File: src/rtl/seg7_scan_if.sv
// Record stream carrying one decoded digit per transfer (valid/ready handshake).
interface seg7_scan_if;
  logic       out_valid;
  logic       out_ready;
  logic [1:0] out_index;
  logic [3:0] out_value;
  logic       out_ok;
  logic       out_dp;

  modport master (output out_valid, out_index, out_value, out_ok, out_dp,
                  input  out_ready);
  modport slave  (input  out_valid, out_index, out_value, out_ok, out_dp,
                  output out_ready);
endinterface

File: src/rtl/seg7_scan_reader.sv
// Multiplexed 7-segment line reader: sync, debounce, decode to hex, emit changed digits.
// Define SEG7_SCAN_ERR_EN to add the saturating err_count port.
module seg7_scan_reader #(
  parameter int STABLE_CYCLES = 4
) (
  input  logic        clk,
  input  logic        rst,
  input  logic [7:0]  seg_in,
  input  logic [3:0]  bits_in,
  seg7_scan_if.master out
`ifdef SEG7_SCAN_ERR_EN
  ,
  output logic [15:0] err_count
`endif
);

  localparam int CNT_W = $clog2(STABLE_CYCLES + 1);
  localparam logic [CNT_W-1:0] CNT_MAX = CNT_W'(STABLE_CYCLES);

  // Returns {ok, value}; lit is active-high a..g with a in bit 6.
  function automatic logic [4:0] encode(input logic [6:0] lit);
    case (lit)
      7'h7E: encode = {1'b1, 4'h0};
      7'h30: encode = {1'b1, 4'h1};
      7'h6D: encode = {1'b1, 4'h2};
      7'h79: encode = {1'b1, 4'h3};
      7'h33: encode = {1'b1, 4'h4};
      7'h5B: encode = {1'b1, 4'h5};
      7'h5F: encode = {1'b1, 4'h6};
      7'h70: encode = {1'b1, 4'h7};
      7'h7F: encode = {1'b1, 4'h8};
      7'h7B: encode = {1'b1, 4'h9};
      7'h77: encode = {1'b1, 4'hA};
      7'h1F: encode = {1'b1, 4'hB};
      7'h4E: encode = {1'b1, 4'hC};
      7'h3D: encode = {1'b1, 4'hD};
      7'h4F: encode = {1'b1, 4'hE};
      7'h47: encode = {1'b1, 4'hF};
      default: encode = 5'b0;
    endcase
  endfunction

  logic [7:0]       seg_p0, seg_p1, seg_p2;
  logic [3:0]       bits_p0, bits_p1, bits_p2;
  logic [CNT_W-1:0] cnt, cnt_next;
  logic             legal, same, accept, changed;
  logic [1:0]       sel;
  logic [5:0]       rec;
  logic [5:0]       store [4];
  logic [3:0]       seen, pending, set_mask, clr_mask;
  logic             load, found;
  logic [1:0]       pick;

  // Stage p0/p1: two-flop synchronizer, idle level is all-ones
  always_ff @(posedge clk) begin
    if (rst) begin
      seg_p0  <= '1;
      seg_p1  <= '1;
      bits_p0 <= '1;
      bits_p1 <= '1;
    end else begin
      seg_p0  <= seg_in;
      seg_p1  <= seg_p0;
      bits_p0 <= bits_in;
      bits_p1 <= bits_p0;
    end
  end

  always_comb begin
    legal = 1'b0;
    sel   = 2'd0;
    case (bits_p1)
      4'b1110: begin legal = 1'b1; sel = 2'd0; end
      4'b1101: begin legal = 1'b1; sel = 2'd1; end
      4'b1011: begin legal = 1'b1; sel = 2'd2; end
      4'b0111: begin legal = 1'b1; sel = 2'd3; end
      default: ;
    endcase
  end

  assign same = ({bits_p1, seg_p1} == {bits_p2, seg_p2});

  always_comb begin
    cnt_next = '0;
    if (legal) begin
      if (!same)               cnt_next = CNT_W'(1);
      else if (cnt == CNT_MAX) cnt_next = CNT_MAX;
      else                     cnt_next = cnt + CNT_W'(1);
    end
  end

  // A saturated counter only re-fires when the sample itself changed.
  assign accept  = legal && (cnt_next == CNT_MAX) && !(same && cnt == CNT_MAX);
  assign rec     = {encode(~seg_p1[7:1]), ~seg_p1[0]};
  assign changed = accept && (!seen[sel] || store[sel] != rec);
  assign set_mask = changed ? (4'b0001 << sel) : 4'b0000;

  // Stage p2: previous sample, stability counter, per-digit store
  always_ff @(posedge clk) begin
    if (rst) begin
      seg_p2  <= '1;
      bits_p2 <= '1;
      cnt     <= '0;
      seen    <= '0;
    end else begin
      seg_p2  <= seg_p1;
      bits_p2 <= bits_p1;
      cnt     <= cnt_next;
      if (changed) seen[sel] <= 1'b1;
    end
  end

  always_ff @(posedge clk) begin
    if (changed) store[sel] <= rec;
  end

  always_comb begin
    found = 1'b0;
    pick  = 2'd0;
    for (int i = 3; i >= 0; i--) begin
      if (pending[i]) begin
        found = 1'b1;
        pick  = 2'(i);
      end
    end
  end

  assign load     = !out.out_valid || out.out_ready;
  assign clr_mask = (load && found) ? (4'b0001 << pick) : 4'b0000;

  // Output stage: a new accept on the digit being loaded keeps it pending
  always_ff @(posedge clk) begin
    if (rst) begin
      pending       <= '0;
      out.out_valid <= 1'b0;
      out.out_index <= '0;
      out.out_value <= '0;
      out.out_ok    <= 1'b0;
      out.out_dp    <= 1'b0;
    end else begin
      pending <= (pending & ~clr_mask) | set_mask;
      if (load) begin
        out.out_valid <= found;
        if (found) begin
          out.out_index <= pick;
          out.out_ok    <= store[pick][5];
          out.out_value <= store[pick][4:1];
          out.out_dp    <= store[pick][0];
        end
      end
    end
  end

`ifdef SEG7_SCAN_ERR_EN
  logic err_inc;
  assign err_inc = (accept && !rec[5]) || (!legal && bits_p1 != bits_p2);

  always_ff @(posedge clk) begin
    if (rst)                                err_count <= '0;
    else if (err_inc && err_count != 16'hFFFF) err_count <= err_count + 16'd1;
  end
`endif

endmodule

File: src/flat_wrapper.sv
// flat-port wrapper written by rule: the top's interface ports become plain ports
module seg7_scan_reader_flat 
#(
  parameter int STABLE_CYCLES = 4
)
  (clk, rst, seg_in, bits_in, out_out_valid, out_out_index, out_out_value, out_out_ok, out_out_dp, out_out_ready);
  seg7_scan_if out_i ();
  input  logic clk;
  input  logic rst;
  input  logic [7:0] seg_in;
  input  logic [3:0] bits_in;
  output wire logic [$bits(out_i.out_valid)-1:0] out_out_valid;
  output wire logic [$bits(out_i.out_index)-1:0] out_out_index;
  output wire logic [$bits(out_i.out_value)-1:0] out_out_value;
  output wire logic [$bits(out_i.out_ok)-1:0] out_out_ok;
  output wire logic [$bits(out_i.out_dp)-1:0] out_out_dp;
  input wire logic [$bits(out_i.out_ready)-1:0] out_out_ready;
  assign out_out_valid = out_i.out_valid;
  assign out_out_index = out_i.out_index;
  assign out_out_value = out_i.out_value;
  assign out_out_ok = out_i.out_ok;
  assign out_out_dp = out_i.out_dp;
  assign out_i.out_ready = out_out_ready;
  seg7_scan_reader #(.STABLE_CYCLES(STABLE_CYCLES)) u_core (.clk(clk), .rst(rst), .seg_in(seg_in), .bits_in(bits_in), .out(out_i));
endmodule
File: config.mk
export PLATFORM = sky130hd
export DESIGN_NAME = seg7_scan_reader_flat
export DESIGN_NICKNAME = d
export VERILOG_FILES = /design/src/rtl/seg7_scan_if.sv /design/src/rtl/seg7_scan_reader.sv /design/src/flat_wrapper.sv
export SDC_FILE = /design/constraint.sdc
export NUM_CORES = 1
export LEC_CHECK = 0
export ABC_AREA = 0
export CELL_PAD_IN_SITES_DETAIL_PLACEMENT = 1
export CELL_PAD_IN_SITES_GLOBAL_PLACEMENT = 1
export CORE_ASPECT_RATIO = 0.7
export CORE_MARGIN = 2
export CORE_UTILIZATION = 50
export DETAILED_ROUTE_END_ITERATION = 8
export PLACE_DENSITY = 0.9
export SYNTH_ARGS = -nofsm -noshare
export SYNTH_HDL_FRONTEND = slang
export SYNTH_SLANG_ARGS = --single-unit
File: constraint.sdc
create_clock -name clk -period 5.8 [get_ports clk]
set_clock_uncertainty 0.05 [all_clocks]
set_input_delay 0.87 -clock clk [delete_from_list [all_inputs] [get_ports clk]]
set_output_delay 0.87 -clock clk [all_outputs]
set_load 0.005 [all_outputs]
Word level (Yosys, flattened, before mapping) --
Memories as Yosys holds them, arrays and structs flattened. A register that Yosys moved wholly into a read port is not among the register bits. Index checks and enable logic that the tools add are counted.
Cells by class: reductions and logical operators 13, add/sub/neg operators 1, bitwise operators 6, magnitude comparators 2, eq/ne operators 24, multiplexer cells 22, shift operators 2
Operator list (count):
- == test 7 bit, second input constant | 12
- case mux 5 bit (16 select lines) | 1
- == test 7 x 6 -> 1 bit, second input constant | 3
- == test 12 bit | 1
- == test 4 bit, second input constant | 3
- two-way mux 1 bit | 9
- two-way mux 3 bit | 3
- two-way mux 2 bit | 4
- two-way mux 4 bit | 2
- bitwise OR 4 bit | 2
- left shift 1 x 2 -> 4 bit, first input constant | 2
- == test 7 x 5 -> 1 bit, second input constant | 1
- NOT 7 bit | 1
- == test 3 bit, second input constant | 2
- logical AND 1 bit | 6
- inequality test 6 bit | 1
- case mux 2 bit (3 select lines) | 1
- bitwise AND 4 bit | 1
- == test 4 x 3 -> 1 bit, second input constant | 1
- NOT 4 bit | 1
- OR reduction 4 bit | 1
- adder 3 x 1 -> 3 bit, second input constant | 1
- logical NOT 1 bit | 3
- less-than comparator 2 x 3 -> 1 bit, second input constant | 1
- other kinds (6) | 7
Word-level totals: output and inout bits 9, register bits after elaboration 50, RAM bits 24, logic and storage cells 82, memories kept 1
Memories:
- u_core.store | depth 4, bits a word 6, read ports 2, clocked after Yosys merged registers in 1, write ports 1, RTL line seg7_scan_reader.sv:49 | logic [5:0] store [4];

Logic depth before layout (Yosys ltp) --
word-level depth 10, depth in mapped cells 10

Worst setup path after synthesis --
OpenSTA, ideal clock, no wires.
path kind flip-flop to flip-flop, start reg u_core.bits_p1[2], end mem u_core.store[2][0], enable pin, arrival time 2.657 ns, cell stages (with the launch flop) 9, setup time 0.388 ns, setup slack 2.704 ns, required time 5.362 ns, cell sequence dfxtp_1 > nor2b_1 > buf_4 > o311ai_4 > a222oi_1 > o21ai_1 > and4b_1 > o2111ai_4 > nor4b_1
On the way: word-level cells in the longest chain between the ends 10, elaborated cells on any way between the ends 24, those cells by class eq/ne (7); mux (8); reduce/logical (8); memory (1)
Ends and longest elaborated chain:
- from (decl) | RTL line seg7_scan_reader.sv:44 | logic [3:0] bits_p0, bits_p1, bits_p2;
- from (signal assigned) | RTL line seg7_scan_reader.sv:65 | bits_p1 <= bits_p0;
- branches (longest 10 deep; another with memory read (4 x 6 bit))
- to (decl) | RTL line seg7_scan_reader.sv:49
Several ways; the timed one is not identified. The select of a mux whose other input is x is not followed.

Final worst setup path --
start reg u_core.bits_p1[2], end mem u_core.store[2][4], enable pin
The elaborated chain is that of the path after synthesis.

==> results by group <==
Detailed routing
  – Iteration count of the initial detailed-routing pass: 7
  – Via count: 2596
  – Routed vias/inst: 5.927
  – DRT iter0 DRCs: 356
  – Routed wire length: 8.556 mm
  – Remaining DRCs: 0
  – Routed len/inst: 19.53 um
  – ANT nets after route: 0

Synth
  – Post-Syn Area per Cell: 10.62 um^2
  – Seq cells post-synth: 80
  – Post-synth top area share: 0.3258
  – Synth area leader: dfxtp_1
  – Post-synthesis cell count: 324
  – Syn Nets: 341
  – Post-Synth Adder-Cell Area: 0.007273
  – Seq/Total Area, Yosys: 0.5353
  – Post-synth ARST share: 0
  – Simple-Gate Fraction of Synth Area: 0.2062
  – Cell Area, Synth: 3441 um^2
  – YS warnings: 0
  – Mux cell area share after synthesis: 0.01164
  – Top cells by area, synth: dfxtp_1 (33%), edfxtp_1 (21%), or2_2 (6.9%)
  – Post-synthesis compound-gate area fraction: 0.1585
  – Largest family of logic cells by synthesized area: simple AND/OR/NAND/NOR gates
  – Post-synth EDFFs: 24
  – Top_reg_cell synth: dfxtp_1
  – Synth cell types: 54
  – Synth Area in XOR/XNOR: 0.04327

Clock tree
  – Clock Latency Late Sink: 360 ps
  – Clock tree sinks: 80
  – CTS resizes: 0
  – Setup Fix Bufs, Post-CTS: 0
  – Root Buffer: clkbuf_8
  – CTS buffer count: 9
  – Depth of the CTS H-tree: 3
  – Max Root-Sink Buffers: 2
  – CTS tree: yes
  – Hold buffer count at CTS: 0
  – Clock-pin slew on the worst setup and hold paths: 90 ps

Pwr
  – Sw power: 272.8 uW
  – Clock group share of total power: 0.404
  – Switch share: 0.2485
  – Leakage power: 1.433 nW
  – PwrDens: ~280 nW/um^2
  – Sequential cell fraction of total power: 0.543
  – Comb power frac: 0.053
  – Worst vdd ir: approximately 0.17 mV
  – P_int: 825.1 uW

Setup path
  – Setup slack, reg-to-reg: 1560 ps
  – Startpoint types: flop
  – CP Class: flop to flop
  – Arrival time at the worst endpoint: 4160 ps
  – CP required: 5720 ps
  – CP endpoint kind: flop
  – Worst Reg-to-Reg Cells: 7
  – Top fanout value on the critical path: 10
  – Critical R2R Launch: u_core.bits_p1[2]
  – Reg2Reg Capture Point: u_core.store[2][4]

Die
  – Core area: 6694 um^2
  – Die W: approximately 100 um
  – Die H: 73.41 um
  – Num rows: 25
  – Ports: 24
  – Initial Utilization: 0.5140
  – Die area: between 7000 and 8000 um^2

Global route
  – Vias in the first global route: 2539
  – Largest net degree at the start of global routing: 33
  – Initial antenna violation count: 0
  – First-pass GRT wire length: 13.46 mm
  – Overall routing resource usage: 0.2435
  – Congestion Overflow GR: 0

Final layout
  – Non-Filler Instances: 438
  – Share of layout cells above drive strength 1: 0.1890
  – Sequential cell area: 1842 um^2
  – Layout Nets: 356
  – Synth-to-Final Area Change: 14.29%
  – Fillers: 736
  – Antenna Cells: 0
  – Area of the multi-input gates: 1475 um^2

Timing
  – Slew @ Worst Pin: 1325 ps
  – RSZ-0062 raised after global routing: no
  – Setup violators final: 0
  – Pins Over Slew Limit: 0
  – Setup TNS: 0 ps
  – Slew Limit Headroom: 0.1044
  – Fin crit share: 0.7309
  – Worst hold slack: 366.2 ps
  – Tmin final: 4239 ps
  – Final Hold Viols: 0
  – Peak Freq: 235.9 MHz

Job
  – Max Cap Violations: 0

Min path
  – Worst hold stages: 1
  – Hold WC Path Type: flop to flop
  – Min-Delay Endpoint: u_core.seg_p1[2]
  – Hold path startpoint: u_core.seg_p0[2]

Outcome
  – Status: finished, final reports clean

Placed design
  – Final HPWL DP: 6.086 mm
  – GPL Wtd Cong: 0.9314
  – IO Port Bufs: 23
  – Placed Cells: 422
[logic make-up (layout without fill, tap and decap cells)]
| family | count (synthesis) | after routing |
|---|---|---|
| buffers and inverters | 31 | 51 |
| adders and majority gates | 2 | 2 |
| DFF | 80 | 80 |
| AOI/OAI and AO/OA | 69 | 69 |
| and+or+nand+nor | 121 | 121 |
| xor gates and xnor gates | 17 | 17 |
| muxes | 4 | 4 |
[layout make-up]
type,instances,area share
inverter,11,0.01050
multi-input combinational,213,0.3751
timing repair buffer,24,0.06045
sequential,80,0.4683
clock buffer,9,0.03150
tap,94,0.02991
clock inverter,7,0.02418
[cell usage after synthesis (4+ instances only)]
library cell	count
mux2i_1	4
xnor2_1	4
edfxtp_1	24
a21oi_1	19
clkbuf_1	14
nor4_1	6
inv_1	10
a222oi_1	7
xor2_1	13
nand3_1	5
dfxtp_1	56
nor2_1	18
a221o_1	6
nand2_1	11
o21ai_0	6
nor2b_1	6
or2_2	38
nor3_1	13
a22o_1	13
[metrics by stage]
stage	utilization	instance area, um^2	setup WS (ps)	total power [mW]
6_report	0.5875	3933	1561	1.098
5_1_grt	0.5875	3933	1347	1.135
4_1_cts	0.5865	3926	1655	1.106
3_5_place_dp	0.5538	3707	1712	0.6662
3_3_place_gp	0.5538	3707	2082	0.6615
2_1_floorplan	-	3441	2704	0.6448
[cell usage in the layout, fill, tap and decap left out, types with 10 or more instances in the layout]
cell / instances
xor2_1: 13
a22o_1: 13
dfxtp_1: 56
a21oi_1: 19
inv_1: 10
nor2_1: 18
or2_2: 38
nand2_1: 11
nor3_1: 13
clkdlybuf4s50_1: 23
edfxtp_1: 24
[power groups by stage]
| stage | Sequential (mW) | Combinational, mW | Clock, mW |
|---|---|---|---|
| 2_1_floorplan | 0.601 | 0.0439 | 0 |
| 3_3_place_gp | 0.607 | 0.0541 | 0 |
| 3_5_place_dp | 0.609 | 0.0572 | 0 |
| 4_1_cts | 0.596 | 0.0580 | 0.452 |
| 5_1_grt | 0.598 | 0.0643 | 0.472 |
| 6_report | 0.596 | 0.0579 | 0.444 |
[worst max-delay path by stage]
stage	start	end	slack, ps	cells past startpoint
after global placement	u_core.bits_p1[2]	u_core.store[3][0]	2080	7
after CTS	u_core.bits_p1[2]	u_core.store[3][1]	1660	7
after detailed placement	u_core.bits_p1[2]	u_core.store[3][1]	1710	7
after global routing	u_core.bits_p1[2]	u_core.store[2][4]	1350	7
final	u_core.bits_p1[2]	u_core.store[2][4]	1560	7
after floorplan	u_core.bits_p1[2]	u_core.store[2][0]	2700	8
[registers in the layout, indices dropped and copies added, names as in the netlist]
signal / cells
u_core.seg_p0: 8
u_core.cnt: 3
u_core.bits_p0: 4
u_core.out.out_valid: 1
u_core.out.out_value: 4
u_core.pending: 4
u_core.store: 24
u_core.out.out_ok: 1
u_core.seen: 4
u_core.bits_p1: 4
u_core.seg_p2: 8
u_core.bits_p2: 4
u_core.seg_p1: 8
u_core.out.out_index: 2
u_core.out.out_dp: 1
[worst max-delay path: stages (launching register included)]
cell and delay (ps):
dfxtp_1 460, nor2b_1 670, o311ai_4 260, a222oi_1 550, o21ai_1 190, and4b_1 290, o2111ai_4 300, nor4b_1 1090
[routing by layer]
metal	global-route usage	vias to the layer above	part of all wire
li1	-	1215	-
met1	0.3434	1274	0.45
met2	0.3752	93	0.46
met3	0.05709	14	0.070
met4	0.07310	0	0.014
met5	0	-	0
Power figures use the tool's default switching activity.
